`src/rtl/collision_pkg.sv`:
```
// Shared definitions for the collision scan unit.
//   state_t         : scan FSM encoding (IDLE / SCAN / REPORT)
//   DEF_*           : default parameter values
//   clog2           : ceiling log2 for parameter arithmetic
//   seg_idx_width   : segment index width, never less than 1 bit
package collision_pkg;

    typedef enum logic [1:0] {
        ST_IDLE   = 2'd0,
        ST_SCAN   = 2'd1,
        ST_REPORT = 2'd2
    } state_t;

    localparam int DEF_NUM_SEGMENTS = 7;
    localparam int DEF_NUM_ENTITIES = 3;
    localparam int DEF_POS_WIDTH    = 8;

    function automatic int clog2(input int n);
        int r;
        r = 0;
        for (int i = 0; i < 31; i++) begin
            if ((1 << i) < n) begin
                r = i + 1;
            end
        end
        return r;
    endfunction

    function automatic int seg_idx_width(input int n);
        return (clog2(n) < 1) ? 1 : clog2(n);
    endfunction

endpackage

```
`src/rtl/position_comparator.sv`:
```
// Equality check of two packed {row, col} positions, gated by an enable.
//   a, b    : positions to compare
//   enable  : comparison only counts when high
//   match   : enable & (a == b), combinational
module position_comparator #(
    parameter int POS_WIDTH = 8
) (
    input  logic [POS_WIDTH-1:0] a,
    input  logic [POS_WIDTH-1:0] b,
    input  logic                 enable,
    output logic                 match
);

    assign match = enable & (a == b);

endmodule

```
`src/rtl/collision_scan_unit.sv`:
```
// Frame-based collision detector: snapshots entity and dragon-segment
// positions on frame_start, scans one segment per cycle against all
// entities in parallel, then publishes registered results with a done pulse.
//   clk, reset      : clock, async active-high reset
//   frame_start     : one-cycle scan request
//   entity_pos/valid: entity positions and participation mask
//   segment_pos/active: segment positions and participation mask
//   busy            : scan in progress
//   done            : one-cycle pulse when results update
//   collision       : per-entity hit flags
//   hit_segment     : per-entity lowest hit segment index (0 if none)
//   any_collision   : OR of collision
//   overrun         : one-cycle pulse when a request arrived mid-scan
//
// state  | meaning
// IDLE   | waiting for frame_start
// SCAN   | comparing snapshot segment[seg_idx] against all entities
// REPORT | accumulators final; results publish at the next edge
module collision_scan_unit
    import collision_pkg::*;
#(
    parameter int  NUM_SEGMENTS = DEF_NUM_SEGMENTS,
    parameter int  NUM_ENTITIES = DEF_NUM_ENTITIES,
    parameter int  POS_WIDTH    = DEF_POS_WIDTH,
    localparam int SEG_IDX_W    = seg_idx_width(NUM_SEGMENTS)
) (
    input  logic                              clk,
    input  logic                              reset,
    input  logic                              frame_start,
    input  logic [NUM_ENTITIES*POS_WIDTH-1:0] entity_pos,
    input  logic [NUM_ENTITIES-1:0]           entity_valid,
    input  logic [NUM_SEGMENTS*POS_WIDTH-1:0] segment_pos,
    input  logic [NUM_SEGMENTS-1:0]           segment_active,
    output logic                              busy,
    output logic                              done,
    output logic [NUM_ENTITIES-1:0]           collision,
    output logic [NUM_ENTITIES*SEG_IDX_W-1:0] hit_segment,
    output logic                              any_collision,
    output logic                              overrun
);

    localparam logic [SEG_IDX_W-1:0] LAST_SEG = SEG_IDX_W'(NUM_SEGMENTS - 1);

    state_t                            state, state_next;
    logic                              capture;
    logic [SEG_IDX_W-1:0]              seg_idx;
    logic [POS_WIDTH-1:0]              snap_entity [NUM_ENTITIES];
    logic [NUM_ENTITIES-1:0]           snap_valid;
    logic [POS_WIDTH-1:0]              snap_segment [NUM_SEGMENTS];
    logic [NUM_SEGMENTS-1:0]           snap_active;
    logic [NUM_ENTITIES-1:0]           acc_hit;
    logic [NUM_ENTITIES*SEG_IDX_W-1:0] acc_idx;
    logic [POS_WIDTH-1:0]              cur_segment;
    logic                              cur_active;
    logic [NUM_ENTITIES-1:0]           match;

    always_ff @(posedge clk or posedge reset) begin
        if (reset) begin
            state <= ST_IDLE;
        end else begin
            state <= state_next;
        end
    end

    always_comb begin
        state_next = state;
        capture    = 1'b0;
        case (state)
            ST_IDLE: begin
                if (frame_start) begin
                    capture    = 1'b1;
                    state_next = ST_SCAN;
                end
            end
            ST_SCAN: begin
                if (seg_idx == LAST_SEG) begin
                    state_next = ST_REPORT;
                end
            end
            ST_REPORT: begin
                // A request in the report cycle starts the next scan directly.
                if (frame_start) begin
                    capture    = 1'b1;
                    state_next = ST_SCAN;
                end else begin
                    state_next = ST_IDLE;
                end
            end
            default: state_next = ST_IDLE;
        endcase
    end

    always_ff @(posedge clk or posedge reset) begin
        if (reset) begin
            snap_valid  <= '0;
            snap_active <= '0;
            for (int e = 0; e < NUM_ENTITIES; e++) begin
                snap_entity[e] <= '0;
            end
            for (int s = 0; s < NUM_SEGMENTS; s++) begin
                snap_segment[s] <= '0;
            end
        end else if (capture) begin
            snap_valid  <= entity_valid;
            snap_active <= segment_active;
            for (int e = 0; e < NUM_ENTITIES; e++) begin
                snap_entity[e] <= entity_pos[e*POS_WIDTH +: POS_WIDTH];
            end
            for (int s = 0; s < NUM_SEGMENTS; s++) begin
                snap_segment[s] <= segment_pos[s*POS_WIDTH +: POS_WIDTH];
            end
        end
    end

    assign cur_segment = snap_segment[seg_idx];
    assign cur_active  = snap_active[seg_idx];

    for (genvar e = 0; e < NUM_ENTITIES; e++) begin : g_cmp
        position_comparator #(
            .POS_WIDTH (POS_WIDTH)
        ) u_cmp (
            .a      (snap_entity[e]),
            .b      (cur_segment),
            .enable (snap_valid[e] & cur_active),
            .match  (match[e])
        );
    end

    // Only the first hit per entity records its index, so acc_idx holds
    // the lowest hit segment; entities with no hit keep the cleared 0.
    always_ff @(posedge clk or posedge reset) begin
        if (reset) begin
            seg_idx <= '0;
            acc_hit <= '0;
            acc_idx <= '0;
        end else if (capture) begin
            seg_idx <= '0;
            acc_hit <= '0;
            acc_idx <= '0;
        end else if (state == ST_SCAN) begin
            for (int e = 0; e < NUM_ENTITIES; e++) begin
                if (match[e] && !acc_hit[e]) begin
                    acc_hit[e]                          <= 1'b1;
                    acc_idx[e*SEG_IDX_W +: SEG_IDX_W] <= seg_idx;
                end
            end
            if (seg_idx != LAST_SEG) begin
                seg_idx <= seg_idx + 1'b1;
            end
        end
    end

    always_ff @(posedge clk or posedge reset) begin
        if (reset) begin
            busy          <= 1'b0;
            done          <= 1'b0;
            overrun       <= 1'b0;
            collision     <= '0;
            hit_segment   <= '0;
            any_collision <= 1'b0;
        end else begin
            busy    <= (state_next != ST_IDLE);
            done    <= (state == ST_REPORT);
            overrun <= (state == ST_SCAN) && frame_start;
            if (state == ST_REPORT) begin
                collision     <= acc_hit;
                hit_segment   <= acc_idx;
                any_collision <= |acc_hit;
            end
        end
    end

endmodule

```
`config.mk`:
```
export PLATFORM = sky130hd
export DESIGN_NAME = collision_scan_unit
export DESIGN_NICKNAME = d
export VERILOG_FILES = /design/src/rtl/collision_pkg.sv /design/src/rtl/position_comparator.sv /design/src/rtl/collision_scan_unit.sv
export SDC_FILE = /design/constraint.sdc
export NUM_CORES = 1
export LEC_CHECK = 0
export ABC_AREA = 1
export BUFFER_PORTS_ARGS = -buffer_cell sky130_fd_sc_hd__buf_2
export CAP_MARGIN = 20
export CORE_ASPECT_RATIO = 1.1
export CORE_MARGIN = 5
export CORE_UTILIZATION = 55
export CTS_BUF_LIST = sky130_fd_sc_hd__clkbuf_16
export DETAILED_ROUTE_END_ITERATION = 16
export PLACE_DENSITY = 0.79
export SLEW_MARGIN = 15
export SYNTH_ARGS = -nofsm -noshare
export SYNTH_HDL_FRONTEND = slang
export SYNTH_SLANG_ARGS = --single-unit
export TNS_END_PERCENT = 5
```
`constraint.sdc`:
```
create_clock -name clk -period 5.3 [get_ports clk]
set_input_delay 0.795 -clock clk [delete_from_list [all_inputs] [get_ports clk]]
set_output_delay 0.795 -clock clk [all_outputs]
set_load 0.03 [all_outputs]
```
Yosys cells after proc, flatten, opt, wreduce, memory -nomap -nowiden
Cells that the tools add are included.

word-level totals
  word-level logic and storage cells = 87
  flip-flop bits (word level) = 123
  input bits = 93
  output and inout port bits = 16

cells by class
  $add $sub $neg = 1
  equal/unequal tests = 7
  order comparisons = 2
  reduce and logical (&&, ||, !) cells = 20
  bitwise operators = 7
  multiplexer cells = 24

operators with widths
  cell                   number
  $bmux W8 S3            1
  $eq A8 B8 Y1           3
  $mux W3                8
  $mux W9                2
  $mux W8                2
  $reduce_bool A2 Y1     6
  $reduce_and A2 Y1      4
  $mux W1                7
  $and A1 B1 Y1          6
  $pmux W2 S3            1
  $ge A4 B4 Y1 const B   1
  $logic_and A1 B1 Y1    4
  $lt A3 B4 Y1 const B   1
  $mux W2                2
  $not A3 Y4             1
  $add A3 B1 Y3 const B  1
  $bmux W1 S3            1
  $eq A3 B3 Y1 const B   1
  $logic_not A1 Y1       3
  $ne A3 B3 Y1 const B   1
  $reduce_or A3 Y1       1
  $eq A2 B1 Y1 const B   1
  $eq A2 B2 Y1 const B   1
  $logic_not A2 Y1       1
  $reduce_or A2 Y1       1

Logic depth before layout (Yosys ltp)
Gate-level depths: netlist (run 1).

  word-level depth = 10
  gate-level depth with buffers = 15
  depth with buffers taken out = 13

Hierarchy
Synthesis (run 1) repeated with hierarchy kept, for this count alone.

second synthesis, totals
  cell total of the unflattened synthesis = 751
  area total of the unflattened synthesis = 5,726.7 µm²

by module, submodules not included
  module               sequential area each (µm²)  area each (µm²)  cells each  times used
  collision_scan_unit  3,078.0                     5,268.8          646         1
  position_comparator  0.0                         152.6            35          3

Least setup slack after synthesis (run 1)
No wires, ideal clock.

  path type = input-to-reg
  start = input port frame_start
  end = register snap_segment[0] (netlist name)
  required time = 5.234 ns
  setup time = 0.066 ns
  arrival = 1.824 ns
  slack = 3.410 ns
  stages = 6
  buffers on the path = 2
  cell sequence = inv_1 -> nor2_1 -> clkbuf_1 -> buf_1 -> nand2_1 -> nand2_1

on the way
  cells in the longest elaborated chain, start to end = 2

RTL lines
  what                             RTL line                                              RTL
  from (decl)                      collision_scan_unit.sv:29                             input logic frame_start,
  $mux W1                          collision_scan_unit.sv:70, collision_scan_unit.sv:82
  $mux W1                          n/a
  to (signal, indexed assignment)  collision_scan_unit.sv:110                            snap_segment[s] <= segment_pos[s*POS_WIDTH +: POS_WIDTH];
  to (decl)                        collision_scan_unit.sv:49                             logic [POS_WIDTH-1:0] snap_segment [NUM_SEGMENTS];

Every way passes these cells.
A chain may end at the register's enable or synchronous reset.

Worst setup path in the final report (run 1)
  start = register seg_idx[1]
  end = register acc_idx[7]

on the way
  cells in the longest elaborated chain, start to end = 9

RTL lines
  what                                         RTL line                    RTL
  from (decl)                                  collision_scan_unit.sv:46   logic [SEG_IDX_W-1:0] seg_idx;
  from (signal assigned)                       collision_scan_unit.sv:148  seg_idx <= seg_idx + 1'b1;
  $not A3 Y4 (not written as such)             collision_scan_unit.sv:115  assign cur_segment = snap_segment[seg_idx];
  $bmux W8 S3                                  collision_scan_unit.sv:115
  $mux W8 (not written as such) (2 in series)  collision_scan_unit.sv:115
  $eq A8 B8 Y1                                 position_comparator.sv:14   assign match = enable & (a == b);
  $and A1 B1 Y1                                position_comparator.sv:14
  $logic_and A1 B1 Y1                          collision_scan_unit.sv:142  if (match[e] && !acc_hit[e]) begin
  $reduce_bool A2 Y1 (no source line)          n/a
  $reduce_and A2 Y1 (no source line)           n/a
  to (signal, indexed assignment)              collision_scan_unit.sv:144  acc_idx[e*SEG_IDX_W +: SEG_IDX_W] <= seg_idx;
  to (decl)                                    collision_scan_unit.sv:52   logic [NUM_ENTITIES*SEG_IDX_W-1:0] acc_idx;

Parallel ways exist; a longest one is shown, timed or not. The select of a mux whose other input is x is not followed.

==> results.cfg, run 1 <==
[final_layout]
nets = 996
layout-drive-gt1-share_pct = 19.7
final_area_um2 = 7290
n_antenna_cell = 0
area_delta_synth_final_pct = 18.9
num-fill-cells = 963

[logic_synthesis]
yosys.area_share.adder_pct = 0.408
syn-cell-area_um2 = 6130
synth_top_family_by_area = simple AND/OR/NAND/NOR gates
syn_inst = 803
synth.area.mux_share_pct = 0
syn_avg_cell_area_um2 = 7.63
seq_area_frac_synth_pct = 50.2
synthXorXnorAreaFrac_pct = 0
synth-simple-area-share_pct = 32.5
synth_cell_types = 28
synth_nets = 898
yosys_warnings = 0
synth_compound_area_share_pct = 7.74
ys_seq_elements = 123

[clock_tree]
clkSlewWorstSetupHoldPaths_ps = 50
cts_buffers = 17
clkSinkCount = 123
root_buffer = clkbuf_16
insertion_delay_ps = 420
cts.path.max_buffers = 2
cts_tree = done
htreeDepth = 4
cts_setup_buffers = 0
cts.repair.resized = 0
hold_buffers = 0

[place]
io_buffers = 108
gp_congestion = 0.920
hpwlAfterDp_um = 10400
dpl-instance-area_um2 = 6700

[timing]
drv_slew = 0
setup_viol = 0
setup-tns-final_ps = 0
fin_crit_ps = 2580
fmax_ghz = 0.387
hold_viol = 0
rsz0062_at_grt = false
skew_ps = 8.52
fin_crit_sh_pct = 48.7
slew_headroom_pct = 32.8
worst_pin_slew_ps = 1010

[floorplan]
core_region_area_um2 = 10900
start_util_pct = 56.2
fp.dieH_um = 121
chipWidth_um = 111
rows = 40
ioPinCount = 109
die-area_um2 = 13400

[global_routing]
grt_pass1_vias = 5255
grt_pass1_wl_um = 25200
grt_use_total_pct = 23.6
antenna_found_initial = 0
grt_start_max_net_pins = 134
grt-ovfl-total = 0

[min_path]
min_to = hit_segment[8]$_DFFE_PP0P_
worstHoldStart = hit_segment[8]$_DFFE_PP0P_
hold_depth = 2
hp-class = flip-flop to flip-flop

[setup_path]
end_kind = flip-flop
r2r-end = acc_idx[7]$_DFFE_PP0P_
required_ps = 5590
rr_worst_depth = 13
cp.arrival_ps = 2870
rr_startpoint = seg_idx[1]$_DFFE_PP0P_
startpoint_type = flip-flop
rrSetupSlack_ps = 2720
critPathKind = flip-flop to flip-flop
path_max_fanout = 16

[route]
ant_nets = 0
first_iter_violations = 401
routed_wirelength_um = 15200
drc = 0
first_pass_iters = 4
wl_per_cell_um = 14.3
via_count = 5475
vias_per_cell = 5.17

[power_and_ir_drop]
ir_worst_vdd_mv = 0.274
power_density_nw_per_um2 = 638
leakage_nw = 3.93
fin_total_pwr_mw = 4.65

[run_status]
status = finished clean

[flow_run]
drv_cap = 0
[power breakdown]
part / total [mW] / switching, mW / internal (mW)
registers: 1.51 / 0.202 / 1.31
logic: 2.02 / 1.38 / 0.635
clock network: 1.12 / 0.401 / 0.720
[routing by layer]
metal	GRT usage [%]	part of all wire, %
met5	0	0
met4	9.08	2.3
met3	6.16	6.2
met2	38.8	49
met1	30.0	43
[synth_stat cells]
library cell / number / area [µm²]
buf_1: 2 / 7.51
inv_6: 1 / 8.76
buf_2: 2 / 10.0
and3_1: 3 / 18.8
buf_6: 5 / 56.3
buf_4: 1 / 7.51
a21oi_1: 5 / 25.0
dfrtp_1: 123 / 3080
nor2_1: 42 / 158
nand3b_1: 4 / 30.0
nor2_2: 3 / 18.8
nor2_8: 1 / 20.0
nand3_1: 62 / 310
a31oi_1: 1 / 6.26
inv_2: 5 / 18.8
nand3b_4: 1 / 20.0
buf_8: 2 / 30.0
clkbuf_1: 21 / 78.8
nand2_4: 2 / 22.5
nand2_1: 313 / 1170
nand3_2: 17 / 170
o31ai_1: 1 / 7.51
nand2_2: 8 / 50.1
o21ai_0: 82 / 410
a21oi_2: 2 / 17.5
inv_1: 91 / 342
o211ai_1: 1 / 7.51
ha_1: 2 / 25.0
[flip-flops by register name, indices dropped and copies added (netlist names)]
name,flops
snap_valid,3
collision,3
state,2
acc_hit,3
snap_segment,56
snap_active,7
snap_entity,24
overrun,1
acc_idx,9
seg_idx,3
done,1
hit_segment,9
any_collision,1
busy,1
[cell type report]
cell class	instances	area (µm²)	area share, %
tap	147	184	2.52
sequential	123	3080	42.2
multi-input combinational	550	2500	34.3
clock inverter	13	138	1.89
clock buffer	17	425	5.84
timing repair buffer	112	591	8.10
inverter	97	372	5.10
[stage by stage]
| step | setup WS (ps) | std cells | hold WS, ps | utilization, % |
|---|---|---|---|---|
| 2_1_floorplan | 1230 | 803 | 442 | - |
| 3_3_place_gp | 2500 | 1028 | 450 | 61.4 |
| 3_5_place_dp | 2410 | 1028 | 453 | 61.4 |
| 4_1_cts | 2730 | 1058 | 467 | 66.5 |
| 5_1_grt | 2520 | 1059 | 493 | 66.8 |
| 6_report | 2720 | 1059 | 461 | 66.8 |
[cells in the final DEF, fill, tap and decap left out, drive strengths merged, types with 2 or more instances in the layout]
cell type / Yosys / routed
clkinv: 0 / 6
bufinv: 0 / 3
nor2: 46 / 46
inv: 97 / 100
ha: 2 / 2
o21ai: 82 / 82
nand3b: 5 / 5
a21oi: 7 / 7
dfrtp: 123 / 123
nand2: 323 / 323
clkbuf: 21 / 17
buf: 12 / 112
and3: 3 / 3
nand3: 79 / 79
[logic make-up after synthesis]
logic type | count (synthesis)
AOI/OAI and AO/OA | 92
buffers and inverters | 130
and+or+nand+nor | 456
DFF | 123
adders and majority gates | 2
[worst max-delay path by stage]
| stage | startpoint | end | cells after the start |
|---|---|---|---|
| 2_1_floorplan | reset | acc_hit[0]$_DFFE_PP0P_ | 1 |
| 3_3_place_gp | frame_start | snap_segment[33]$_DFFE_PP0P_ | 5 |
| 3_5_place_dp | frame_start | snap_segment[39]$_DFFE_PP0P_ | 5 |
| 4_1_cts | seg_idx[1]$_DFFE_PP0P_ | acc_idx[7]$_DFFE_PP0P_ | 13 |
| 5_1_grt | seg_idx[1]$_DFFE_PP0P_ | acc_idx[6]$_DFFE_PP0P_ | 13 |
| 6_report | seg_idx[1]$_DFFE_PP0P_ | acc_idx[7]$_DFFE_PP0P_ | 13 |
[worst max-delay path, stage by stage (launching register included)]
cell	delay, ps
dfrtp_1	810
inv_2	370
nor2_8	250
nand2_1	90
nand3_1	120
nand2_2	110
nand2_1	110
nand2_1	60
inv_1	60
nand2_1	50
nor2_1	100
nand3_2	130
nand3_1	110
nand2_1	80
Note: power is estimated with default switching activity, not from simulation.
==> inputs of run 2 (changes only) <==
--- a/config.mk
+++ b/config.mk
@@ -10,10 +10,10 @@
 export CAP_MARGIN = 20
 export CORE_ASPECT_RATIO = 1.1
 export CORE_MARGIN = 5
-export CORE_UTILIZATION = 55
+export CORE_UTILIZATION = 51
 export CTS_BUF_LIST = sky130_fd_sc_hd__clkbuf_16
 export DETAILED_ROUTE_END_ITERATION = 16
-export PLACE_DENSITY = 0.79
+export PLACE_DENSITY = 0.77
 export SLEW_MARGIN = 15
 export SYNTH_ARGS = -nofsm -noshare
 export SYNTH_HDL_FRONTEND = slang
==> constraint.sdc (replaced) <==
create_clock -name clk -period 2.27 [get_ports clk]
set_input_delay 0.3405 -clock clk [delete_from_list [all_inputs] [get_ports clk]]
set_output_delay 0.3405 -clock clk [all_outputs]
set_load 0.03 [all_outputs]
==> run 2 against run 1 <==
Clock-buffer cell count did not move. Largest cell class unchanged. Core utilization fell by 5.3 points. Design area rose by 0.69%. Critical path type unchanged. Critical endpoint is now acc_idx[2]$_DFFE_PP0P_. Highest routed layer unchanged.
==> results.cfg, run 2 (synthesis results as in run 1) <==
[clock_tree]
clkSinkCount = 123
htreeDepth = 4
insertion_delay_ps = 420
cts_setup_buffers = 0
cts_buffers = 17
root_buffer = clkbuf_16
hold_buffers = 0
cts.path.max_buffers = 2
cts.repair.resized = 0
cts_tree = done
clkSlewWorstSetupHoldPaths_ps = 50

[floorplan]
start_util_pct = 51.4
die-area_um2 = 14300
core_region_area_um2 = 11900
ioPinCount = 109
rows = 42
chipWidth_um = 115
fp.dieH_um = 125

[global_routing]
grt-ovfl-total = 0
grt_pass1_vias = 5433
grt_pass1_wl_um = 26500
grt_use_total_pct = 23.5
grt_start_max_net_pins = 147
antenna_found_initial = 0

[timing]
rsz0062_at_grt = false
slew_headroom_pct = 29.5
fmax_ghz = 0.497
fin_crit_ps = 2010
worst_pin_slew_ps = 1060
setup_viol = 0
fin_crit_sh_pct = 88.6
drv_slew = 0
skew_ps = 12.5
setup-tns-final_ps = 0
hold_viol = 0

[route]
first_iter_violations = 514
drc = 0
first_pass_iters = 5
wl_per_cell_um = 14.7
ant_nets = 0
routed_wirelength_um = 15700
vias_per_cell = 5.00
via_count = 5364

[final_layout]
num-fill-cells = 1074
top_register = snap_segment
layout_common_cells = nand2_1, dfrtp_1, buf_2
regArea_um2 = 3080
post-route-util_pct = 61.5
multiInputGateArea_um2 = 2500
nets = 1000
largest_register_ffs = 56
top_regs = snap_segment: 56 flops, snap_entity: 24 flops
final_common_cell = nand2_1
n_antenna_cell = 0
layout-drive-gt1-share_pct = 19.8
area_delta_synth_final_pct = 19.7

[power_and_ir_drop]
leakage_nw = 3.96
power_density_nw_per_um2 = 1490
ir_worst_vdd_mv = 0.672

[flow_run]
drv_cap = 0

[place]
hpwlAfterDp_um = 10900
io_buffers = 108
gp_congestion = 0.925

[setup_path]
startpoint_type = flip-flop
rr_worst_depth = 13
end_kind = flip-flop
critPathKind = flip-flop to flip-flop
cp.arrival_ps = 2300
path_max_fanout = 24
rrSetupSlack_ps = 260
required_ps = 2560

[run_status]
status = finished clean

[min_path]
hp-class = input port to asynchronous set/reset pin
run 2: cell count changes in the layout (fill, tap and decap cells not counted):
cell,before,now
buf_4,3,6
buf_12,0,2
clkinv_1,1,3
clkinv_2,5,3
inv_1,93,95
buf_16,1,0
clkinvlp_4,1,2
inv_4,1,0
run 2: report_power, final:
part	switching [mW]	total (mW)	internal [mW]
Clock	0.951	2.63	1.68
Combinational	3.31	4.83	1.52
Sequential	0.424	3.48	3.05
Total	4.69	10.9	6.25
run 2: through the flow:
stage	worst slack, ps	hold WS [ps]	instance area [µm²]	std cells	total power, mW
2_1_floorplan	418	442	6130	803	7.09
3_3_place_gp	386	454	6770	1040	8.12
3_5_place_dp	300	455	6770	1040	8.23
4_1_cts	279	114	7340	1072	10.9
5_1_grt	44.0	124	7340	1072	11.8
6_report	260	106	7340	1072	10.9
run 2: worst paths after layout:
path	startpoint	to
min	reset	snap_segment[31]$_DFFE_PP0P_
max	seg_idx[0]$_DFFE_PP0P_	acc_idx[2]$_DFFE_PP0P_
max reg2reg	seg_idx[0]$_DFFE_PP0P_	acc_idx[2]$_DFFE_PP0P_
min in group clk	segment_pos[48]	snap_segment[0]$_DFFE_PP0P_
min reg2reg	hit_segment[0]$_DFFE_PP0P_	hit_segment[0]$_DFFE_PP0P_
max in group asynchronous	reset	snap_segment[18]$_DFFE_PP0P_
run 2: layout make-up:
type	instances	share of cell area (%)
flip-flops and latches	123	42.0
multi-input cells	550	34.1
clock buffers	17	5.80
inverters	97	5.08
well taps	154	2.63
clock inverters	15	1.94
repair buffers	116	8.53
run 2: critical path: stages, from the launching register on:
cell and delay (ps):
dfrtp_1 380, buf_4 200, inv_6 170, nand2_1 70, nand3_1 140, nand3_2 170, nand3_1 180, nand2_1 60
inv_1 50, nand2_1 50, nor2_1 110, nand3_2 130, nand3_1 100, nand2_1 80
run 2: layer usage:
layer / GRT usage, % / share of wire, %
met3: 3.91 / 5.2
met4: 10.1 / 2.8
met1: 30.2 / 42
met2: 39.0 / 50
met5: 0 / 0
==> inputs of run 3 (changes only) <==
--- a/config.mk
+++ b/config.mk
@@ -13,7 +13,9 @@
 export CORE_UTILIZATION = 51
 export CTS_BUF_LIST = sky130_fd_sc_hd__clkbuf_16
 export DETAILED_ROUTE_END_ITERATION = 16
+export MAX_ROUTING_LAYER = met4
 export PLACE_DENSITY = 0.77
+export SKIP_LAST_GASP = 1
 export SLEW_MARGIN = 15
 export SYNTH_ARGS = -nofsm -noshare
 export SYNTH_HDL_FRONTEND = slang
==> constraint.sdc (replaced) <==
create_clock -name clk -period 2.27 [get_ports clk]
set_input_delay 0.5675 -clock clk [delete_from_list [all_inputs] [get_ports clk]]
set_output_delay 0.5675 -clock clk [all_outputs]
set_load 0.03 [all_outputs]
==> run 3 against run 2 <==
Setup slack gained 23 ps. First-iteration DRC count fell by 29%. Clock skew shrank 3.7 ps. Global-route usage is 0.47 points lower. Power fell by 0.44%. Critical path type unchanged. Clock power about the same. Design area grew 0.80%. Non-clock buffer count grew 3. Core utilization increased by 0.49 points. Register-to-register slack better by 20 ps.
==> results.cfg, run 3 (synthesis results as in run 1) <==
[route]
ant_nets = 0
vias_per_cell = 4.95
first_pass_iters = 5
first_iter_violations = 364
wl_per_cell_um = 14.1
drc = 0
routed_wirelength_um = 15200
via_count = 5317

[clock_tree]
insertion_delay_ps = 420
cts.repair.resized = 0
clkSlewWorstSetupHoldPaths_ps = 50
cts_setup_buffers = 0
clkSinkCount = 123
htreeDepth = 4
cts_tree = done
cts.path.max_buffers = 2
hold_buffers = 0
root_buffer = clkbuf_16
cts_buffers = 17

[floorplan]
fp.dieH_um = 125
die-area_um2 = 14300
start_util_pct = 51.4
core_region_area_um2 = 11900
chipWidth_um = 115
rows = 42
ioPinCount = 109

[global_routing]
grt_pass1_vias = 5354
grt_start_max_net_pins = 90
grt-ovfl-total = 0
grt_pass1_wl_um = 25400
antenna_found_initial = 0
grt_use_total_pct = 23.0

[place]
gp_congestion = 0.942
io_buffers = 108
pre_cts_slack_ps = 322
dpl-instance-area_um2 = 6820
dp_cells = 1043
hpwlAfterDp_um = 11200

[timing]
whs_ps = 250
fin_crit_sh_pct = 87.5
hold_viol = 0
worst_pin_slew_ps = 530
setup-tns-final_ps = 0
layout_setup_ws_ps = 283
rsz0062_at_grt = false
fin_crit_ps = 1990
setup_viol = 0
slew_headroom_pct = 64.6
drv_slew = 0
skew_ps = 8.81
fmax_ghz = 0.503

[power_and_ir_drop]
p_seq_share_pct = 31.7
clkPwrFrac_pct = 24.0
power_switching_mw = 4.69
power_density_nw_per_um2 = 1470
comb_power_share_pct = 44.3
ir_worst_vdd_mv = 0.711
fin_total_pwr_mw = 10.9
internal-power_mw = 6.20
sw_frac_of_total_pct = 43.1
leakage_nw = 3.95

[min_path]
hp-class = input port to asynchronous set/reset pin

[setup_path]
startpoint_type = flip-flop
critPathKind = flip-flop to flip-flop
path_max_fanout = 24
end_kind = flip-flop
required_ps = 2570
cp.arrival_ps = 2280

[final_layout]
top_register = snap_segment
num-fill-cells = 1054
layout.cells.non_filler = 1075
largest_register_ffs = 56
layout-drive-gt1-share_pct = 20.8
top_regs = snap_segment: 56 flops, snap_entity: 24 flops
n_antenna_cell = 0
nets = 1003
layout_common_cells = nand2_1, dfrtp_1, buf_2
post-route-util_pct = 62.0
final_area_um2 = 7400
final_common_cell = nand2_1
area_delta_synth_final_pct = 20.7

[run_status]
status = finished clean

[flow_run]
drv_cap = 0
-- run 3: path summary, 6_finish.rpt --
kind                       slack [ps]                        from  depth (start not counted)                            to
max                               280      seg_idx[0]$_DFFE_PP0P_                         13        acc_idx[8]$_DFFE_PP0P_
min                               250                       reset                          3  snap_segment[31]$_DFFE_PP0P_
max reg2reg                       280      seg_idx[0]$_DFFE_PP0P_                         13        acc_idx[8]$_DFFE_PP0P_
min reg2reg                       470  hit_segment[1]$_DFFE_PP0P_                          2    hit_segment[1]$_DFFE_PP0P_
max in group asynchronous        1690                       reset                          3   snap_entity[21]$_DFFE_PP0P_
min in group clk                  350             entity_valid[1]                          3     snap_valid[1]$_DFFE_PP0P_
-- run 3: cell type report --
| class | instances | area, µm² | area share, % |
|---|---|---|---|
| inverter | 97 | 373 | 5.04 |
| tap | 154 | 193 | 2.61 |
| clock buffer | 17 | 425 | 5.75 |
| clock inverter | 15 | 154 | 2.08 |
| timing repair buffer | 119 | 673 | 9.10 |
| multi-input combinational | 550 | 2500 | 33.8 |
| sequential | 123 | 3080 | 41.6 |
-- run 3: per-layer routing --
layer  up-vias  share of wire, %  track usage, %
li1       2701                 -               -
met1      2455                43            29.6
met2       134                49            36.1
met3        27               4.8            3.96
met4         0               3.0            9.43
met5         -                 0               -
-- run 3: power groups by stage --
| stage | Combinational [mW] | Sequential, mW | Clock (mW) |
|---|---|---|---|
| 6_report | 4.83 | 3.45 | 2.61 |
| 5_1_grt | 5.53 | 3.55 | 2.73 |
| 4_1_cts | 4.83 | 3.45 | 2.64 |
| 3_5_place_dp | 4.78 | 3.48 | 0 |
| 3_3_place_gp | 4.72 | 3.44 | 0 |
| 2_1_floorplan | 3.64 | 3.45 | 0 |
-- run 3: worst max-delay path, cell delays in order (launching register included) --
cell and delay, ps:
dfrtp_1 390, buf_4 200, inv_6 170, nand2_1 80, nand3_1 130, nand3_2 120
nand2_2 100, nand2_1 50, nand2_1 100, nand2_1 70, nor2_1 150, nand3_2 140
nand3_1 100, nand2_1 60
